`config.mk`:
```
export PLATFORM = sky130hd
export DESIGN_NAME = fence_t_sequencer
export DESIGN_NICKNAME = d
export VERILOG_FILES = /design/src/rtl/fence_t_sequencer_pkg.sv /design/src/rtl/fence_t_sequencer_counter.sv /design/src/rtl/fence_t_sequencer.sv
export SDC_FILE = /design/constraint.sdc
export NUM_CORES = 1
export LEC_CHECK = 0
export ABC_AREA = 1
export CAP_MARGIN = 20
export CORE_MARGIN = 4
export CORE_UTILIZATION = 30
export CTS_CLUSTER_DIAMETER = 120
export CTS_CLUSTER_SIZE = 24
export DETAILED_ROUTE_END_ITERATION = 16
export GPL_TIMING_DRIVEN = 0
export HOLD_SLACK_MARGIN = 0.05
export PLACE_DENSITY = 0.58
export SYNTH_ARGS = -nofsm -noshare
export SYNTH_HDL_FRONTEND = slang
export SYNTH_SLANG_ARGS = --single-unit
```
`constraint.sdc`:
```
create_clock -name clk_i -period 3.2 [get_ports clk_i]
set_clock_uncertainty 0.05 [all_clocks]
set_input_delay 0.8 -clock clk_i [delete_from_list [all_inputs] [get_ports clk_i]]
set_output_delay 0.8 -clock clk_i [all_outputs]
set_load 0.1 [all_outputs]
```
`src/rtl/fence_t_sequencer_pkg.sv`:
```
// Shared types for the fence.t micro-reset sequencer.
// Contents: the sequencer state enum, the padding-source enum, privilege encodings
// and a helper that sizes a counter holding the values 0..n-1.
package fence_t_sequencer_pkg;

  typedef enum logic [2:0] {
    StIdle,
    StFlush,
    StDrain,
    StPad,
    StRstUarch
  } fence_t_state_e;

  typedef enum logic [1:0] {
    PadTimerIrq = 2'd0,
    PadLeaveU   = 2'd1,
    PadNone0    = 2'd2,
    PadNone1    = 2'd3
  } pad_src_e;

  localparam logic [1:0] PrivU = 2'b00;
  localparam logic [1:0] PrivM = 2'b11;

  // Width needed to hold the values 0..n-1. Never narrower than one bit.
  function automatic int unsigned cnt_width(input int unsigned n);
    return (n > 1) ? $clog2(n) : 1;
  endfunction

endpackage

```
`src/rtl/fence_t_sequencer_counter.sv`:
```
// Generic up/down counter with clear and load.
// Ports: clk, rst (sync, active-high), clear, load/d (load value), en (step by one),
// down (1 = decrement, 0 = increment), q (current count).
// Priority: rst > clear > load > en.
module fence_t_sequencer_counter #(
  parameter int unsigned Width = 8
) (
  input  logic             clk,
  input  logic             rst,
  input  logic             clear,
  input  logic             load,
  input  logic             en,
  input  logic             down,
  input  logic [Width-1:0] d,
  output logic [Width-1:0] q
);

  logic [Width-1:0] cnt_q, cnt_d;

  always_comb begin
    cnt_d = cnt_q;
    if (clear) begin
      cnt_d = '0;
    end else if (load) begin
      cnt_d = d;
    end else if (en) begin
      cnt_d = down ? cnt_q - 1'b1 : cnt_q + 1'b1;
    end
  end

  always_ff @(posedge clk) begin
    if (rst) begin
      cnt_q <= '0;
    end else begin
      cnt_q <= cnt_d;
    end
  end

  assign q = cnt_q;

endmodule

```
`src/rtl/fence_t_sequencer.sv`:
```
// fence.t micro-reset sequencer: flush -> drain -> pad -> micro-arch reset.
// Ports:
//   clk_i, rst_i                   clock, synchronous active-high reset
//   fence_t_i, pc_commit_i         fence.t commit pulse and its PC
//   boot_addr_i, rst_addr_o        reset value / fetch address after the sequence
//   flush_req_o, flush_ack_i       per-channel flush handshake (level req, pulse ack)
//   busy_i                         per-channel outstanding external traffic
//   pad_cycles_i, pad_src_i        padding length and padding trigger select
//   time_irq_i, priv_lvl_i         inputs to the padding trigger
//   halt_o, stall_o, uarch_rst_o   control into frontend / memory subsystem
//   pad_ceil_o, pad_ceil_valid_o   cycles consumed before PAD, with update pulse
//   done_o                         pulse on return to idle
module fence_t_sequencer
  import fence_t_sequencer_pkg::*;
#(
  parameter int unsigned NrChannels  = 2,
  parameter int unsigned DrainCycles = 16,
  parameter int unsigned RstCycles   = 16,
  parameter int unsigned PadWidth    = 32,
  parameter int unsigned VLEN        = 64
) (
  input  logic                  clk_i,
  input  logic                  rst_i,
  input  logic                  fence_t_i,
  input  logic [VLEN-1:0]       pc_commit_i,
  input  logic [VLEN-1:0]       boot_addr_i,
  output logic [VLEN-1:0]       rst_addr_o,
  output logic [NrChannels-1:0] flush_req_o,
  input  logic [NrChannels-1:0] flush_ack_i,
  input  logic [NrChannels-1:0] busy_i,
  input  logic [PadWidth-1:0]   pad_cycles_i,
  input  logic [1:0]            pad_src_i,
  input  logic                  time_irq_i,
  input  logic [1:0]            priv_lvl_i,
  output logic                  halt_o,
  output logic                  stall_o,
  output logic                  uarch_rst_o,
  output logic [PadWidth-1:0]   pad_ceil_o,
  output logic                  pad_ceil_valid_o,
  output logic                  done_o
);

  localparam int unsigned DrainW = cnt_width(DrainCycles);
  localparam int unsigned RstW   = cnt_width(RstCycles);
  localparam logic [DrainW-1:0] DrainLast = DrainW'(DrainCycles - 1);
  localparam logic [RstW-1:0]   RstLast   = RstW'(RstCycles - 1);

  fence_t_state_e        state_q, state_d;
  logic [NrChannels-1:0] pending_q, pending_d;
  logic [VLEN-1:0]       rst_addr_q, rst_addr_d;
  logic [PadWidth-1:0]   pad_ceil_q, pad_ceil_d;
  logic                  pad_ceil_valid_q, pad_ceil_valid_d;
  logic                  done_q, done_d;
  logic                  time_irq_q;
  logic [1:0]            priv_lvl_q;

  logic [DrainW-1:0]   drain_cnt;
  logic [PadWidth-1:0] pad_cnt;
  logic [RstW-1:0]     rst_cnt;
  logic                pad_trig, drain_exit, rst_last;

  always_comb begin
    pad_trig = 1'b0;
    unique case (pad_src_e'(pad_src_i))
      PadTimerIrq: pad_trig = time_irq_i & ~time_irq_q;
      PadLeaveU:   pad_trig = (priv_lvl_q == PrivU) && (priv_lvl_i != PrivU);
      default:     pad_trig = 1'b0;
    endcase
  end

  assign drain_exit = (drain_cnt == DrainLast) && (busy_i == '0);
  assign rst_last   = (state_q == StRstUarch) && (rst_cnt == RstLast);

  // Counts consecutive all-idle cycles, saturating once the drain window is met.
  fence_t_sequencer_counter #(
    .Width (DrainW)
  ) u_drain_cnt (
    .clk   (clk_i),
    .rst   (rst_i),
    .clear (|busy_i),
    .load  (1'b0),
    .en    (drain_cnt != DrainLast),
    .down  (1'b0),
    .d     ('0),
    .q     (drain_cnt)
  );

  // Free-running padding budget: reloaded on each trigger, otherwise drains to zero.
  fence_t_sequencer_counter #(
    .Width (PadWidth)
  ) u_pad_cnt (
    .clk   (clk_i),
    .rst   (rst_i),
    .clear (1'b0),
    .load  (pad_trig),
    .en    (pad_cnt != '0),
    .down  (1'b1),
    .d     (pad_cycles_i),
    .q     (pad_cnt)
  );

  // Cycles spent in RST_UARCH; held at zero outside it.
  fence_t_sequencer_counter #(
    .Width (RstW)
  ) u_rst_cnt (
    .clk   (clk_i),
    .rst   (rst_i),
    .clear ((state_q != StRstUarch) || rst_last),
    .load  (1'b0),
    .en    (1'b1),
    .down  (1'b0),
    .d     ('0),
    .q     (rst_cnt)
  );

  always_comb begin
    state_d          = state_q;
    pending_d        = pending_q;
    rst_addr_d       = rst_addr_q;
    pad_ceil_d       = pad_ceil_q;
    pad_ceil_valid_d = 1'b0;
    done_d           = 1'b0;
    unique case (state_q)
      StIdle: begin
        if (fence_t_i) begin
          state_d    = StFlush;
          pending_d  = '1;
          rst_addr_d = pc_commit_i + VLEN'(4);
        end
      end
      StFlush: begin
        // Acks on already-cleared bits fall out of the AND naturally.
        pending_d = pending_q & ~flush_ack_i;
        if (pending_d == '0) begin
          state_d = StDrain;
        end
      end
      StDrain: begin
        if (drain_exit) begin
          state_d          = StPad;
          pad_ceil_valid_d = 1'b1;
          pad_ceil_d       = (pad_cnt == '0) ? '0 : pad_cycles_i - pad_cnt;
        end
      end
      StPad: begin
        if ((pad_cnt == '0) || pad_src_i[1]) begin
          state_d = StRstUarch;
        end
      end
      StRstUarch: begin
        if (rst_last) begin
          state_d = StIdle;
          done_d  = 1'b1;
        end
      end
      default: state_d = StIdle;
    endcase
  end

  always_ff @(posedge clk_i) begin
    if (rst_i) begin
      state_q          <= StIdle;
      pending_q        <= '0;
      rst_addr_q       <= boot_addr_i;
      pad_ceil_q       <= '0;
      pad_ceil_valid_q <= 1'b0;
      done_q           <= 1'b0;
      time_irq_q       <= 1'b0;
      priv_lvl_q       <= PrivM;
    end else begin
      state_q          <= state_d;
      pending_q        <= pending_d;
      rst_addr_q       <= rst_addr_d;
      pad_ceil_q       <= pad_ceil_d;
      pad_ceil_valid_q <= pad_ceil_valid_d;
      done_q           <= done_d;
      time_irq_q       <= time_irq_i;
      priv_lvl_q       <= priv_lvl_i;
    end
  end

  assign flush_req_o      = (state_q == StFlush) ? pending_q : '0;
  assign halt_o           = (state_q != StIdle);
  assign stall_o          = (state_q != StIdle);
  assign uarch_rst_o      = (state_q == StRstUarch);
  assign rst_addr_o       = rst_addr_q;
  assign pad_ceil_o       = pad_ceil_q;
  assign pad_ceil_valid_o = pad_ceil_valid_q;
  assign done_o           = done_q;

endmodule

```
==> results of run 1 <==
cell type report:
| type | instances | share of cell area |
|---|---|---|
| Antenna cell | 1 | 0.0001666 |
| Clock buffer | 25 | 0.03590 |
| Inverter | 227 | 0.05673 |
| Buffer | 36 | 0.01266 |
| Timing Repair Buffer | 273 | 0.1814 |
| Tap cell | 468 | 0.03899 |
| Sequential cell | 146 | 0.2373 |
| Clock inverter | 7 | 0.005998 |
| Multi-Input combinational cell | 1269 | 0.4309 |
cells by family (layout without fill, tap and decap cells):
kind of cell / count (synthesis) / count (layout) / share of synthesized area
and+or+nand+nor: 996 / 996 / 0.3987
buffers and inverters: 263 / 568 / 0.09416
AOI/OAI and AO/OA: 167 / 167 / 0.08782
DFF: 146 / 146 / 0.3219
xor gates and xnor gates: 68 / 68 / 0.05380
adders and majority gates: 38 / 38 / 0.04363
other: 0 / 1 / 0
power by group:
group	total (mW)	internal, mW	leakage [nW]	switching, mW
registers	2.46	2.29	1.32	0.170
clock network	2.17	1.33	0.310	0.846
logic	4.83	1.38	4.79	3.45
stage by stage:
step                      power, mW  instances  utilization  area [sq um]  hold slack (ns)
after detailed placement      7.319       2419       0.3941         14400           0.4081
after global routing          10.05       2452       0.4112         15020           0.4318
after CTS                     9.508       2451       0.4112         15020           0.4172
after global placement        7.289       2419       0.3940         14390           0.3792
after floorplan               6.012       1678            -         11070           0.3675
final                         9.465       2452       0.4112         15020           0.4079
sequential cells by signal (all words and copies together) (netlist names):
| register | cells |
|---|---|
| rst_addr_o | 64 |
| pad_ceil_o | 32 |
| u_pad_cnt.q | 32 |
| u_drain_cnt.q | 4 |
| u_rst_cnt.q | 4 |
| state_q | 3 |
| pending_q | 2 |
| priv_lvl_q | 2 |
| done_o | 1 |
| pad_ceil_valid_o | 1 |
| time_irq_q | 1 |
how the worst min path moves through the flow:
stage                                           from                         end  cells past startpoint
after floorplan            u_rst_cnt.q[0]$_SDFF_PP0_   u_rst_cnt.q[0]$_SDFF_PP0_                      1
after global placement     u_rst_cnt.q[0]$_SDFF_PP0_   u_rst_cnt.q[0]$_SDFF_PP0_                      1
after detailed placement  pad_ceil_o[1]$_SDFFE_PP0P_  pad_ceil_o[1]$_SDFFE_PP0P_                      2
after CTS                  u_rst_cnt.q[0]$_SDFF_PP0_   u_rst_cnt.q[0]$_SDFF_PP0_                      1
after global routing       u_rst_cnt.q[0]$_SDFF_PP0_   u_rst_cnt.q[0]$_SDFF_PP0_                      1
final                      u_rst_cnt.q[0]$_SDFF_PP0_   u_rst_cnt.q[0]$_SDFF_PP0_                      1
worst register-to-register path: stages (launching register included):
cell and delay, ns:
dfxtp_1 0.45, inv_1 0.09, ha_1 0.48, nand2_1 0.14
nor2_1 0.20, and3_1 0.26, and2_1 0.15, nand2_1 0.11
nand2_1 0.10, nand2_1 0.06, nand3_2 0.08, a21oi_2 0.05
layer usage:
layer	global-route usage	routed length, um	up-vias
met4	0.08377	1575	0
met2	0.3927	22100	394
met3	0.03894	2822	76
met5	0	0	-
met1	0.2824	19790	5506
li1	-	-	5976
cells in the final DEF (no fill, tap or decap), types with 4 or more instances in the layout:
cell	count
a31oi_1	14
nand2_2	7
a211oi_1	15
nor2_1	190
nor2_4	7
edfxtp_1	64
nor2_2	12
xnor2_1	18
o21ai_1	4
buf_1	4
inv_2	6
nand3b_1	7
inv_1	221
clkbuf_16	20
nand2_1	551
nor3_2	8
clkbuf_1	25
dfxtp_1	82
xor2_1	50
o21ai_0	52
ha_1	37
a21oi_1	59
nand3_1	102
nand4_1	35
nor3_1	33
a21oi_2	10
buf_6	5
nand3_2	14
clkdlybuf4s50_1	268
or2_2	11
what timing repair did:
item / CTS / global route
gates resized for setup: 6 / 3
endpoints found under the setup margin: 5 / 2
cloned: 0 / 0
==> results.tsv, run 1 <==
stage	metric	value	unit
logic_synthesis	sequential element share of the synthesized area	0.3219	
logic_synthesis	Yosys reg bits	146	
setup_path	Setup crit end	uarch_rst_o	
setup_path	CP Max Fanout	4	
placed_design	Port Buffers	273	
floorplan	# IOs	275	
setup_path	crit path kind	flop to output port	
floorplan	core box area	36520	sq um
sta	hold violation count in the final report	0	
clock_tree	Worst-Skew Late Latency	0.45	ns
logic_synthesis	Synth Net Count	1888	
clock_tree	cts bufs inserted	17	
logic_synthesis	Mean Syn Cell Area	6.597	sq um
min_path	Worst Hold Class	flop to flop	
clock_tree	CTS Buffer Depth	2	
logic_synthesis	largest area contributor in the synthesized netlist	nand2_1	
clock_tree	CTS tree	built	
global_route	first-pass GRT wire length	68430	um
setup_path	WP depth	4	
setup_path	Data arrival, critical path	2.24	ns
power	worst vdd ir	0.4360	mV
logic_synthesis	count of different cell masters after synthesis	48	
placed_design	DP Worst Slack	-0.2077	ns
clock_tree	root buf cell	clkbuf_16	
detailed_routing	Final ANT Viol Nets	0	
power	leakage	6.414	nW
detailed_routing	via count	11950	
logic_synthesis	Synth area leaders	nand2_1 19%, edfxtp_1 17%, dfxtp_1 15%, inv_1 7.5%, nor2_1 6.4%	
detailed_routing	Via density	4.874	
setup_path	CP Data Required Time	2.35	ns
global_route	initial antenna violation count	1	
sta	setup TNS	0	ns
sta	fmax	323.3	MHz
outcome	status	completed	
logic_synthesis	Mapped Area	11070	sq um
clock_tree	postcts setup bufs	0	
floorplan	chip height	200.1	um
setup_path	Reg2Reg Setup Slack	0.84	ns
placed_design	DP HPWL	38440	um
logic_synthesis	area fraction of the dominant cell type after synthesis	0.1872	
logic_synthesis	ys flop type	dfxtp_1	
detailed_routing	drt first pass iters	5	
sta	relative slew slack	0.2971	
floorplan	Starting Density	0.3031	
sta	final setup vio count	0	
setup_path	reg2reg start	u_pad_cnt.q[24]$_SDFFE_PP0P_	
logic_synthesis	Ys Warns	0	
power	Pwr Density	630.2	nW/um^2
layout	Multi-input gate area	6471	sq um
setup_path	worst path buffer plus inverter count	2	
global_route	vias in the first global route	11840	
floorplan	num rows	70	
layout	area taken by flip-flops and latches	3563	sq um
sta	Slew Viols, Final	0	
setup_path	Critical Path Start Type	flop	
layout	Final nets	2180	
setup_path	Crit. End Element	output port	
layout	Area Growth Syn to Fin	35.68	%
setup_path	biggest cell delay along the critical path	0.92	ns
sta	RSZ-0062 raised after global routing	false	
detailed_routing	Residual DRC	0	
setup_path	Setup crit start	state_q[0]$_SDFFE_PP0P_	
placed_design	gpl congestion	0.9663	
floorplan	Die Area	40040	sq um
global_route	GR Util All Layers	0.2264	
sta	period utilisation layout	0.9667	
clock_tree	count of hold-fix buffers inserted at cts	0	
setup_path	crit-path cells	inv_1 -> nand2_1 -> nor2_1 -> clkdlybuf4s15_1	
setup_path	reg2reg path depth	11	
logic_synthesis	Post-synth top cells	552 x nand2_1, 221 x inv_1, 190 x nor2_1	
setup_path	Critical R2R Capture	pad_ceil_o[27]$_SDFFE_PP0P_	
detailed_routing	DR WL/cell	18.88	um
clock_tree	Worst-path clk slew	0.06	ns
job	total of max-cap violations	0	
detailed_routing	final WL	46290	um
logic_synthesis	most frequent cell after synthesis	nand2_1	
global_route	GRT overflow	0	
sta	Slew @ Worst Pin	1.051	ns
floorplan	Die W	200.1	um
logic_synthesis	EDFF count, synth	64	
logic_synthesis	Mapped Cells	1678	
setup_path	CP max-delay cell	clkdlybuf4s15_1	
layout	# fillers	3863	
setup_path	CP top delay family	buffers and inverters	
logic_synthesis	Synth async-reset ratio	0	
sta	fin crit period	3.093	ns
clock_tree	clk sinks	146	
detailed_routing	initial drt markers	799	
global_route	largest net degree at the start of global routing	65	
sta	final worst setup slack	0.1066	ns
layout	layout cells sized above 1	0.06455	
clock_tree	H-Tree Level Count	4	
Power figures use the tool's default switching activity.
==> run 2: changes to the inputs <==
--- a/config.mk
+++ b/config.mk
@@ -12,9 +12,10 @@
 export CTS_CLUSTER_DIAMETER = 120
 export CTS_CLUSTER_SIZE = 24
 export DETAILED_ROUTE_END_ITERATION = 16
+export DONT_BUFFER_PORTS = 1
 export GPL_TIMING_DRIVEN = 0
 export HOLD_SLACK_MARGIN = 0.05
-export PLACE_DENSITY = 0.58
+export PLACE_DENSITY = 0.42
 export SYNTH_ARGS = -nofsm -noshare
 export SYNTH_HDL_FRONTEND = slang
 export SYNTH_SLANG_ARGS = --single-unit
==> run 2 against run 1 <==
Against the previous run:
- clock power is 7% lower
- critical path depth is 1 lower
- via count is 11% lower
- cell count is 11% lower
- sequential cell count stayed put
- first-iteration DRC count is 45% lower
- largest power group is now sequential cells
- highest routed layer unchanged
==> results.tsv, run 2 (synthesis results as in run 1) <==
stage	metric	value	unit
detailed_routing	final WL	44590	um
layout	Finished Cell Area	12260	sq um
sta	WHS	0.4021	ns
sta	fmax	338.6	MHz
outcome	status	completed	
setup_path	reg2reg start	u_pad_cnt.q[2]$_SDFFE_PP0P_	
global_route	GRT overflow	0	
detailed_routing	Via density	4.867	
placed_design	gpl congestion	0.9154	
placed_design	Port Buffers	0	
sta	Slew @ Worst Pin	1.098	ns
floorplan	Die W	200.1	um
detailed_routing	Residual DRC	0	
min_path	Hold EP	priv_lvl_q[1]$_SDFF_PP1_	
setup_path	reg2reg path depth	13	
setup_path	CP top delay family	simple AND/OR/NAND/NOR gates	
floorplan	chip height	200.1	um
min_path	Worst Hold Class	primary input to flop	
floorplan	# IOs	275	
layout	number of flip-flops in the largest register	64	
global_route	initial antenna violation count	0	
setup_path	crit path kind	flop to output port	
setup_path	Critical R2R Capture	pad_ceil_o[15]$_SDFFE_PP0P_	
layout	leading cell type in the layout, fill and taps excluded	nand2_1	
clock_tree	Worst-path clk slew	0.07	ns
sta	relative slew slack	0.2682	
floorplan	Die Area	40040	sq um
global_route	first-pass GRT wire length	65230	um
setup_path	worst path buffer plus inverter count	1	
sta	Slew Viols, Final	0	
placed_design	DP Area	11700	sq um
clock_tree	CTS tree	built	
sta	setup TNS	0	ns
setup_path	crit-path cells	nor3_1 -> inv_1 -> nor2_2	
clock_tree	root buf cell	clkbuf_16	
power	leakage	5.340	nW
job	total of max-cap violations	0	
placed_design	DP HPWL	37260	um
floorplan	num rows	70	
clock_tree	Worst-Skew Late Latency	0.46	ns
setup_path	CP Max Fanout	5	
layout	Diodes inserted	0	
layout	final core occ	0.3357	
detailed_routing	drt first pass iters	5	
detailed_routing	Final ANT Viol Nets	0	
setup_path	Reg2Reg Setup Slack	0.80	ns
power	worst vdd ir	0.4232	mV
layout	Area Growth Syn to Fin	10.76	%
layout	# fillers	4108	
clock_tree	H-Tree Level Count	4	
sta	hold violation count in the final report	0	
detailed_routing	initial drt markers	442	
setup_path	Critical Path Start Type	flop	
clock_tree	cts bufs inserted	17	
power	Power Total	8.765	mW
floorplan	core box area	36520	sq um
layout	Multi-input gate area	6481	sq um
clock_tree	clk sinks	146	
min_path	hold depth	1	
layout	layout cells sized above 1	0.07710	
setup_path	Crit. End Element	output port	
layout	area taken by flip-flops and latches	3563	sq um
detailed_routing	via count	10610	
global_route	vias in the first global route	10790	
min_path	min-delay src	priv_lvl_i[1]	
layout	Final nets	1909	
power	Pwr Density	714.9	nW/um^2
clock_tree	CTS Buffer Depth	2	
floorplan	Starting Density	0.3031	
setup_path	CP max-delay cell	nor2_2	
sta	final setup vio count	0	
layout	commonest non-fill, non-tap cells in the layout	550 x nand2_1, 221 x inv_1, 187 x nor2_1	
global_route	GR Util All Layers	0.2189	
sta	period utilisation layout	0.9228	
setup_path	Data arrival, critical path	2.10	ns
setup_path	CP Data Required Time	2.35	ns
global_route	largest net degree at the start of global routing	65	
sta	RSZ-0062 raised after global routing	false	
detailed_routing	DR WL/cell	20.45	um
clock_tree	postcts setup bufs	0	
sta	fin crit period	2.953	ns
setup_path	biggest cell delay along the critical path	0.85	ns
run 2: repair_timing:
action,CTS,global route
resized for setup,1,0
hold endpoints to repair,0,0
hold buffers,0,0
setup endpoints to repair,1,0
run 2: through the flow:
step	worst slack, ns	std cells
floorplan	0.4348	1678
global placement	-0.5666	2146
detailed placement	-0.3487	2148
CTS	0.1322	2180
global route	0.07334	2180
finish	0.2470	2180
run 2: metal layers:
layer / GRT usage / vias to the layer above / part of all wire
li1: - / 5437 / -
met1: 0.2366 / 4810 / 0.38
met2: 0.4144 / 306 / 0.52
met3: 0.05472 / 56 / 0.069
met4: 0.07371 / 0 / 0.026
met5: 0 / - / 0
run 2: where the power goes:
part           internal [mW]  switching (mW)  leakage (nW)
clock                   1.13           0.885         0.278
sequential              2.30            1.25          1.32
combinational          0.962            2.23          3.75
total                   4.40            4.37          5.34
run 2: area by class of cell:
type,count,share of cell area
multi-input combinational,1269,0.5286
sequential,146,0.2906
tap,468,0.04776
timing repair buffer,2,0.002551
clock buffer,23,0.03898
buffer,36,0.01551
inverter,227,0.06950
clock inverter,9,0.006429
run 2: worst max-delay path by stage:
| stage | from | endpoint | slack (ns) | cells past startpoint |
|---|---|---|---|---|
| 6_report | state_q[1]$_SDFFE_PP0P_ | flush_req_o[1] | 0.25 | 3 |
| 3_3_place_gp | rst_i | rst_addr_o[51]$_DFFE_PP_ | -0.57 | 4 |
| 5_1_grt | state_q[1]$_SDFFE_PP0P_ | flush_req_o[1] | 0.07 | 3 |
| 4_1_cts | rst_i | rst_addr_o[37]$_DFFE_PP_ | 0.13 | 5 |
| 2_1_floorplan | state_q[1]$_SDFFE_PP0P_ | flush_req_o[0] | 0.43 | 3 |
| 3_5_place_dp | rst_i | rst_addr_o[37]$_DFFE_PP_ | -0.35 | 5 |
